File: src/rtl/fpu_align_unit.sv
// fpu_align_unit: binary16 pre-add alignment stage; define FPU_ALIGN_FAST_SHIFT_EN for a single-cycle barrel shift
module fpu_align_unit #(
   parameter int MAX_SHIFT = 12,
   parameter int CNT_W = 4
) (
   input  logic        clk,
   input  logic        rst,
   input  logic        in_valid,
   output logic        in_ready,
   input  logic [15:0] op_a,
   input  logic [15:0] op_b,
   output logic        out_valid,
   input  logic        out_ready,
   output logic [11:0] man_l,
   output logic [11:0] man_s,
   output logic [4:0]  exp_base,
   output logic        sign_l,
   output logic        sign_s,
   output logic        swap,
   output logic        sticky,
   output logic        special
);
   typedef enum logic [1:0] {IDLE, ALIGN, DONE} state_t;
   state_t state;
   logic b_gt;
   logic [15:0] op_l, op_s;
   logic [4:0] eff_l, eff_s, diff;
   logic [11:0] sig_l, sig_s;
   logic [CNT_W-1:0] n;
`ifndef FPU_ALIGN_FAST_SHIFT_EN
   logic [CNT_W-1:0] cnt;
`endif
   always_comb begin
      b_gt = op_b[14:0] > op_a[14:0];
      op_l = b_gt ? op_b : op_a;
      op_s = b_gt ? op_a : op_b;
      eff_l = (op_l[14:10] == 5'd0) ? 5'd1 : op_l[14:10];
      eff_s = (op_s[14:10] == 5'd0) ? 5'd1 : op_s[14:10];
      sig_l = {1'b0, |op_l[14:10], op_l[9:0]};
      sig_s = {1'b0, |op_s[14:10], op_s[9:0]};
      diff = eff_l - eff_s;
      n = (diff > 5'(MAX_SHIFT)) ? CNT_W'(MAX_SHIFT) : CNT_W'(diff);
   end
   assign in_ready = state == IDLE;
   assign out_valid = state == DONE;
   always_ff @(posedge clk or posedge rst) begin
      if (rst) begin
         state <= IDLE;
         man_l <= '0;
         man_s <= '0;
         exp_base <= '0;
         sign_l <= 1'b0;
         sign_s <= 1'b0;
         swap <= 1'b0;
         sticky <= 1'b0;
         special <= 1'b0;
`ifndef FPU_ALIGN_FAST_SHIFT_EN
         cnt <= '0;
`endif
      end else begin
         case (state)
            IDLE: if (in_valid) begin
               man_l <= sig_l;
               exp_base <= eff_l;
               sign_l <= op_l[15];
               sign_s <= op_s[15];
               swap <= b_gt;
               special <= (&op_a[14:10]) | (&op_b[14:10]);
`ifdef FPU_ALIGN_FAST_SHIFT_EN
               man_s <= sig_s >> n;
               sticky <= |(sig_s & ~(12'hfff << n));
               state <= DONE;
`else
               man_s <= sig_s;
               sticky <= 1'b0;
               cnt <= n;
               state <= ALIGN;
`endif
            end
`ifdef FPU_ALIGN_FAST_SHIFT_EN
            ALIGN: state <= DONE;
`else
            ALIGN: if (cnt != '0) begin
               man_s <= man_s >> 1;
               sticky <= sticky | man_s[0];
               cnt <= cnt - 1'b1;
            end else begin
               state <= DONE;
            end
`endif
            DONE: if (out_ready) state <= IDLE;
            default: state <= IDLE;
         endcase
      end
   end
endmodule

File: config.mk
export PLATFORM = sky130hd
export DESIGN_NAME = fpu_align_unit
export DESIGN_NICKNAME = d
export VERILOG_FILES = /design/src/rtl/fpu_align_unit.sv
export SDC_FILE = /design/constraint.sdc
export NUM_CORES = 1
export LEC_CHECK = 0
export CORE_MARGIN = 3
export CORE_UTILIZATION = 50
export CTS_CLUSTER_DIAMETER = 200
export DETAILED_ROUTE_END_ITERATION = 6
export PLACE_DENSITY = 0.81
export REMOVE_ABC_BUFFERS = 1
export SYNTH_ARGS = -nofsm -noshare
export SYNTH_HDL_FRONTEND = slang
export SYNTH_SLANG_ARGS = --single-unit
File: constraint.sdc
create_clock -name clk -period 2.8 [get_ports clk]
set_clock_uncertainty 0.2 [all_clocks]
set_input_delay 0.56 -clock clk [delete_from_list [all_inputs] [get_ports clk]]
set_output_delay 0.56 -clock clk [all_outputs]
set_load 0.02 [all_outputs]
== After elaboration in Yosys (flattened, before gate mapping) ==
Cells that the tools add are included.
Storage, ports and cells
  register bits: 39
  input bits: 36
  output and inout port bits: 36
  word-level logic and storage cells: 52
Operators by class
  add/sub/neg operators: 2
  $lt $le $gt $ge: 2
  eq/ne operators: 6
  multiplexer cells: 18
  bitwise operators: 2
  reductions and logical operators: 12
Operators with widths (count)
  $mux 16: 2
  $mux 12: 2
  $pmux 12 s2: 1
  $gt 15x15->1: 1
  $mux 4: 3
  $logic_not 5->1: 2
  $mux 5: 2
  $reduce_and 5->1: 2
  $reduce_or 5->1: 2
  $pmux 4 s2: 1
  $mux 2: 3
  $ne 2x2->1 const B: 3
  $pmux 2 s3: 1
  $reduce_and 3->1: 2
  $gt 5x4->1 const B: 1
  $sub 5x5->5: 1
  $reduce_bool 4->1: 1
  $sub 4x1->4 const B: 1
  $eq 2x1->1 const B: 1
  $eq 2x2->1 const B: 1
  $logic_not 2->1: 1
  $mux 1: 2
  $ne 2x1->1 const B: 1
  $or 1x1->1: 2
  3 further kinds: 3

== Logic depth before layout (Yosys ltp) ==
Gate-level depths: netlist of run 1.
  depth after elaboration: 9
  mapped depth: 17
  depth with buffers taken out: 15

== Worst setup path before layout of run 1 ==
Ideal clock, no wire load.
  kind: in2reg
  start: in op_a[2]
  end: reg cnt[0]
  setup time: 0.083 ns
  arrival: 3.528 ns
  required time: 2.517 ns
  slack: -1.011 ns
  cell stages on the path: 17
  buffers on the path: 2
  path through: inv_1 > ha_1 > a21oi_1 > a21oi_1 > o31a_1 > o21ba_1 > buf_6 > buf_2 > mux2i_1 > ha_1 > inv_1 > fa_1 > a21o_1 > a21oi_1 > xor2_1 > o311ai_0 > o21ai_0
On the way
  word-level cells in the longest chain between the ends: 9
  elaborated cells between the ends (all ways): 12
  those cells by class: add/sub: 1; order compare: 2; mux: 7; reduce/logical: 2
Ends and longest elaborated chain
  from (decl): RTL line 10  | input logic [15:0] op_a,
  $gt 15x15->1 *: RTL line 34  | b_gt = op_b[14:0] > op_a[14:0];
  $mux 16, on equally long branches: RTL line 35, 36
  $logic_not 5->1, on equally long branches: RTL line 37, 38
  $mux 5, on equally long branches: RTL line 37, 38
  $sub 5x5->5 *: RTL line 41  | diff = eff_l - eff_s;
  $gt 5x4->1: RTL line 42  | n = (diff > 5'(MAX_SHIFT)) ? CNT_W'(MAX_SHIFT) : CNT_W'(diff);
  $mux 4 *: RTL line 42
  $mux 4 *: RTL line 62  | IDLE: if (in_valid) begin
  $pmux 4 s2 *: RTL line 61  | case (state)
  to (signal assigned): RTL line 76  | cnt <= n;
  to (signal assigned): RTL line 86  | cnt <= cnt - 1'b1;
  to (decl): RTL line 31  | logic [CNT_W-1:0] cnt;
Mark *: on every way between the ends. The rest lies on a longest branch, timed or not. The select of a mux whose other input is x is not followed.
A chain may end at the register's enable or synchronous reset.

== Worst setup path in the final report of run 1 ==
  start: in op_a[9]
  end: reg cnt[0]
The elaborated chain is that of the path after synthesis.

==> flow_summary.toml, run 1 <==
[final_layout]
nNetsFinal = 477
final_util_pct = 80.44
drive_above_1_share_pct = 35.15
n_antenna_cell = 0
area.growth.synth_to_final_pct = 51.05

[cts]
clk_latency_ns = 0.29
cts_root_buf = "clkbuf_8"
clk_path_buf_depth = 2
clkTransAtPathRegs_ns = 0.08
ctsHoldBuffers = 0
cts_max_level = 2
cts_inserted_buffers = 5
numClockSinks = 38
cts_tree = "done"

[logic_synthesis]
synth_area_leader_cell = "dfrtp_1"
synth_area_leaders = "dfrtp_1 34%, ha_1 8.9%, o211ai_1 6.7%"
synth_area_um2 = 2806
synth_seq_area_share_pct = 33.88
synth_top_area_share_pct = 33.88
synth_cell_type_count = 51
synth.avg_cell_area_um2 = 8.743
synth_edf_count = 0
synthArstFlopShare_pct = 100.0
ys.flop_type = "dfrtp_1"
synthCells = 321
ys_ff_latch = 38
synth_commonest_cells = "38 x dfrtp_1, 36 x nand2_1, 26 x o21ai_0, 25 x inv_1, 25 x o211ai_1"
yosysMostFrequentCell = "dfrtp_1"
yosysWarnings = 0

[floorplanning]
dieArea_um2 = 6548
start_util_pct = 53.25
die_w_um = 80.92
rows = 26
ios = 72
core_area_um2 = 5270
die_h_um = 80.92

[sta]
rsz0062_at_grt = "true"
max_slew.worst_pin.slew_ns = 0.5056
finalSetupViolCount = 4
maxSlewViolCount = 0
period_needed_ns = 3.493
timing.fmax_mhz = 286.2
finalWorstSetupSlack_ns = -0.6935
fin_crit_sh_pct = 124.8
max_slew_margin_pct = 66.29
hold_violations = 0

[worst_setup_path]
endpoint_kind = "flip-flop"
r2r_slack_ns = 0.43
cp.arrival_ns = 3.46
cp_max_fo = 4
r2r_end = "man_s[5]"
worstSetupPathType = "in2reg"
cp.required_ns = 2.77
startpoint_type = "primary input"
reg2reg_depth = 8
r2r_start = "cnt[0]"

[route]
wl_um = 9301
wl_per_cell_um = 18.94
vias_per_cell = 6.330
firstDrtPassIters = 5
drc_errors = 0
drtIter0Drc = 328
via_count = 3108
antenna_left = 0

[flow_run]
drv_cap = 0

[pwr]
peakVddDrop_uv = 424.6
power_uw = 3404
leakage_uw = 0.001808
power.density_nw_per_um2 = 803.1

[status]
status = "finished, violations left"
violations = "setup timing"

[placed_design]
io_buffers = 69
dp_slack_ns = -1.678
place_congestion = 0.8890
hpwl_um = 5758

[global_route]
grt_use_total_pct = 30.09
grt_max_degree = 39
grt_pass1_vias = 3127
overflow = 0
grt_pass1_wl_um = 15100
antenna_found_initial = 0

[min_path]
hp-start = "man_l[5]"
min_path_cells = 2
hp-class = "reg2reg"
whs_endpoint = "man_l[5]"
[worst max path at each step]
stage | startpoint | end | slack (ns)
4_1_cts | op_a[9] | cnt[0] | -0.57
6_report | op_a[9] | cnt[0] | -0.69
3_3_place_gp | op_a[14] | cnt[0] | -1.50
2_1_floorplan | op_a[14] | cnt[0] | -2.57
5_1_grt | op_a[9] | cnt[1] | -0.76
3_5_place_dp | op_a[14] | cnt[0] | -1.68
[worst max-delay path: stages]
cell      delay, ns
buf_8          0.08
inv_4          0.03
ha_4           0.26
nand4_1        0.21
nor2_2         0.16
o31a_1         0.17
o21ba_4        0.20
mux2i_4        0.26
ha_4           0.16
inv_2          0.04
fa_2           0.40
buf_6          0.13
xnor2_2        0.13
a21o_1         0.17
o311ai_2       0.35
o21ai_1        0.14
[layout by cell type (no fill, tap or decap), types with 5 or more instances in the layout]
cell / n
buf_4: 45
buf_6: 18
or3_1: 5
o211ai_1: 25
clkdlybuf4s50_1: 39
inv_1: 10
and3_1: 7
o21ai_0: 23
inv_2: 11
ha_4: 16
o311ai_2: 9
nand2_1: 36
clkbuf_8: 6
a21oi_1: 10
inv_4: 5
buf_2: 7
dfrtp_1: 38
nor2_1: 23
[layout make-up]
class / instances / area (um2)
fill: 335 / 1031
inverter: 26 / 110.1
clock buffer: 7 / 86.33
timing repair buffer: 115 / 1047
sequential: 38 / 950.9
clock inverter: 1 / 5.005
tap: 70 / 87.58
multi-input combinational: 234 / 1952
[state kept, by name, indices dropped and copies added, names as in the netlist]
signal,cells
state,2
cnt,4
man_s,11
sign_s,1
sign_l,1
man_l,11
swap,1
special,1
exp_base,5
sticky,1
[cell families after synthesis]
group / Yosys count / share of synthesized area, %
compound gates: 98 / 26.30
xor+xnor: 2 / 0.6243
fa+ha+maj: 21 / 9.630
buf+inv: 50 / 8.158
flops: 38 / 33.88
mux: 9 / 3.566
other cells: 1 / 0.1336
simple gates: 102 / 17.70
[report_power, final]
group / total [uW] / switching [uW] / internal (uW)
combinational: 2020 / 1070 / 954
sequential: 977 / 180 / 797
clock: 403 / 204 / 199
total: 3400 / 1450 / 1950
[metal layers]
| layer | vias to the layer above | GRT usage (%) | routed length [um] |
|---|---|---|---|
| met3 | 55 | 5.654 | 883 |
| met1 | 1468 | 36.48 | 3451 |
| met4 | 0 | 17.74 | 432 |
| met5 | - | 0 | 0 |
| met2 | 223 | 49.67 | 4534 |
| li1 | 1362 | - | - |
[through the flow]
| stage | instances | TNS, ns | hold WS (ns) | instance area, um2 |
|---|---|---|---|---|
| detailed placement | 473 | -15.70 | 0.2808 | 3740 |
| finish | 491 | -2.594 | 0.2942 | 4239 |
| CTS | 490 | -2.156 | 0.2972 | 4228 |
| floorplan | 298 | -41.09 | 0.2959 | 2679 |
| global placement | 473 | -13.91 | 0.2757 | 3740 |
| global route | 491 | -2.952 | 0.3185 | 4239 |
[what timing repair did]
action	CTS	global route
setup buffers	9	1
pin swaps	36	6
gates resized for setup	212	3
endpoints found under the setup margin	19	4
Power figures use the tool's default switching activity.
==> run 2, diff against run 1 <==
- clock period: 2.8 -> 3.5 ns (I/O delays scaled with it)
==> flow_summary.toml, run 2 (synthesized netlist as in run 1, its figures left out) <==
[status]
status = "finished, violations left"
violations = "setup timing"

[global_route]
grt_use_total_pct = 27.54
grt_pass1_wl_um = 13970
grt_pass1_vias = 2871
grt_max_degree = 39
overflow = 0
antenna_found_initial = 0

[route]
antenna_left = 0
drtIter0Drc = 264
drc_errors = 0
wl_um = 8676
wl_per_cell_um = 17.78
via_count = 2913
firstDrtPassIters = 4
vias_per_cell = 5.969

[floorplanning]
die_h_um = 80.92
dieArea_um2 = 6548
rows = 26
start_util_pct = 53.25
die_w_um = 80.92
core_area_um2 = 5270
ios = 72

[sta]
period_needed_ns = 3.618
timing.fmax_mhz = 276.4
fin_crit_sh_pct = 103.4
holdWs_ns = 0.3008
hold_violations = 0
rsz0062_at_grt = "true"
finalSetupViolCount = 4
maxSlewViolCount = 0
finalWorstSetupSlack_ns = -0.1183

[worst_setup_path]
critPathBufInv = 3
startpoint_type = "primary input"
cpMostUsedCell = "buf_6"
cp.arrival_ns = 3.60
critPathTopFamily = "compound AO/OA/AOI/OAI gates"
worstSetupPathType = "in2reg"
cp_max_fo = 5
endpoint_kind = "flip-flop"
slowest_stage = "fa_2"
max_stage_delay_ns = 0.40
cp.required_ns = 3.49
path_cells = "buf_6 > inv_2 > ha_4 > o21ai_0 > nor2_1 > o31a_1 > o21ba_4 > buf_6 > mux2_4 > fa_2 > a21o_1 > a21oi_2 > xor2_2 > o211ai_1 > o221a_2"

[min_path]
hp-class = "reg2reg"

[placed_design]
hpwl_um = 5576
dp_slack_ns = -1.140
place_congestion = 0.8808
io_buffers = 69

[final_layout]
n_antenna_cell = 0
area.growth.synth_to_final_pct = 51.23
final_cell_mix = "42 x buf_4, 39 x clkdlybuf4s50_1, 38 x dfrtp_1"
top_regs = "man_l (11), man_s (11), exp_base (5)"
final_util_pct = 80.53
drive_above_1_share_pct = 34.21
n_fill_cell = 329
nNetsFinal = 474
final_common_cell = "buf_4"

[cts]
cts_root_buf = "clkbuf_8"
cts_max_level = 2
clk_latency_ns = 0.29
cts_tree = "done"
clk_path_buf_depth = 2
cts_inserted_buffers = 5
clkTransAtPathRegs_ns = 0.08
numClockSinks = 38

[pwr]
power.density_nw_per_um2 = 631.8
peakVddDrop_uv = 338.2
leakage_uw = 0.001798
power_uw = 2681

[flow_run]
drv_cap = 0
## run 2: routing by layer
layer / track usage (%) / routed length (um) / up-vias
met1: 35.53 / 3463 / 1386
li1: - / - / 1363
met3: 5.765 / 707 / 19
met2: 46.47 / 4360 / 145
met4: 8.108 / 144 / 0
met5: 0 / 0 / -
## run 2: worst register-to-register path: stages, from the launching register on
cell and delay, ns:
dfrtp_1 0.41, inv_1 0.08, ha_1 0.19, or3b_1 0.42, a21oi_4 0.41, inv_2 0.21
and3_1 0.23, a21oi_1 0.15, o211ai_1 0.11
## run 2: worst paths after layout
kind | from | end | slack, ns | depth (start not counted)
hold reg to reg | man_l[2] | man_l[2] | 0.30 | 2
hold / removal | man_l[2] | man_l[2] | 0.30 | 2
max in group asynchronous | rst | man_l[6] | 2.12 | 3
setup / recovery | op_a[5] | cnt[3] | -0.12 | 15
min in group asynchronous | rst | cnt[1] | 0.64 | 3
setup reg to reg | cnt[1] | man_s[4] | 0.96 | 8
## run 2: power breakdown
group          switching (uW)  leakage (uW)  internal [uW]
clock                     161     0.0000482            159
combinational             842       0.00129            743
sequential                138      0.000463            637
## run 2: repair_timing
action,CTS,global route
setup endpoints to repair,4,4
buffers inserted,9,0
pin swaps,33,16
hold buffers,0,0
resized for setup,184,28
## run 2: layout make-up
type,count,area (um2),area share [%]
clock buffer,7,86.33,2.034
clock inverter,1,5.005,0.1179
inverter,26,110.1,2.594
multi-input combinational,234,1954,46.05
sequential,38,950.9,22.41
tap,70,87.58,2.064
timing repair buffer,112,1050,24.73
## run 2: per-stage QoR
stage                     setup TNS (ns)  instances  area, um2
after global placement            -3.474        471       3725
final                            -0.3935        488       4244
after CTS                        -0.2400        488       4154
after detailed placement          -4.201        471       3725
after floorplan                   -22.05        298       2679
after global routing             -0.8235        488       4244
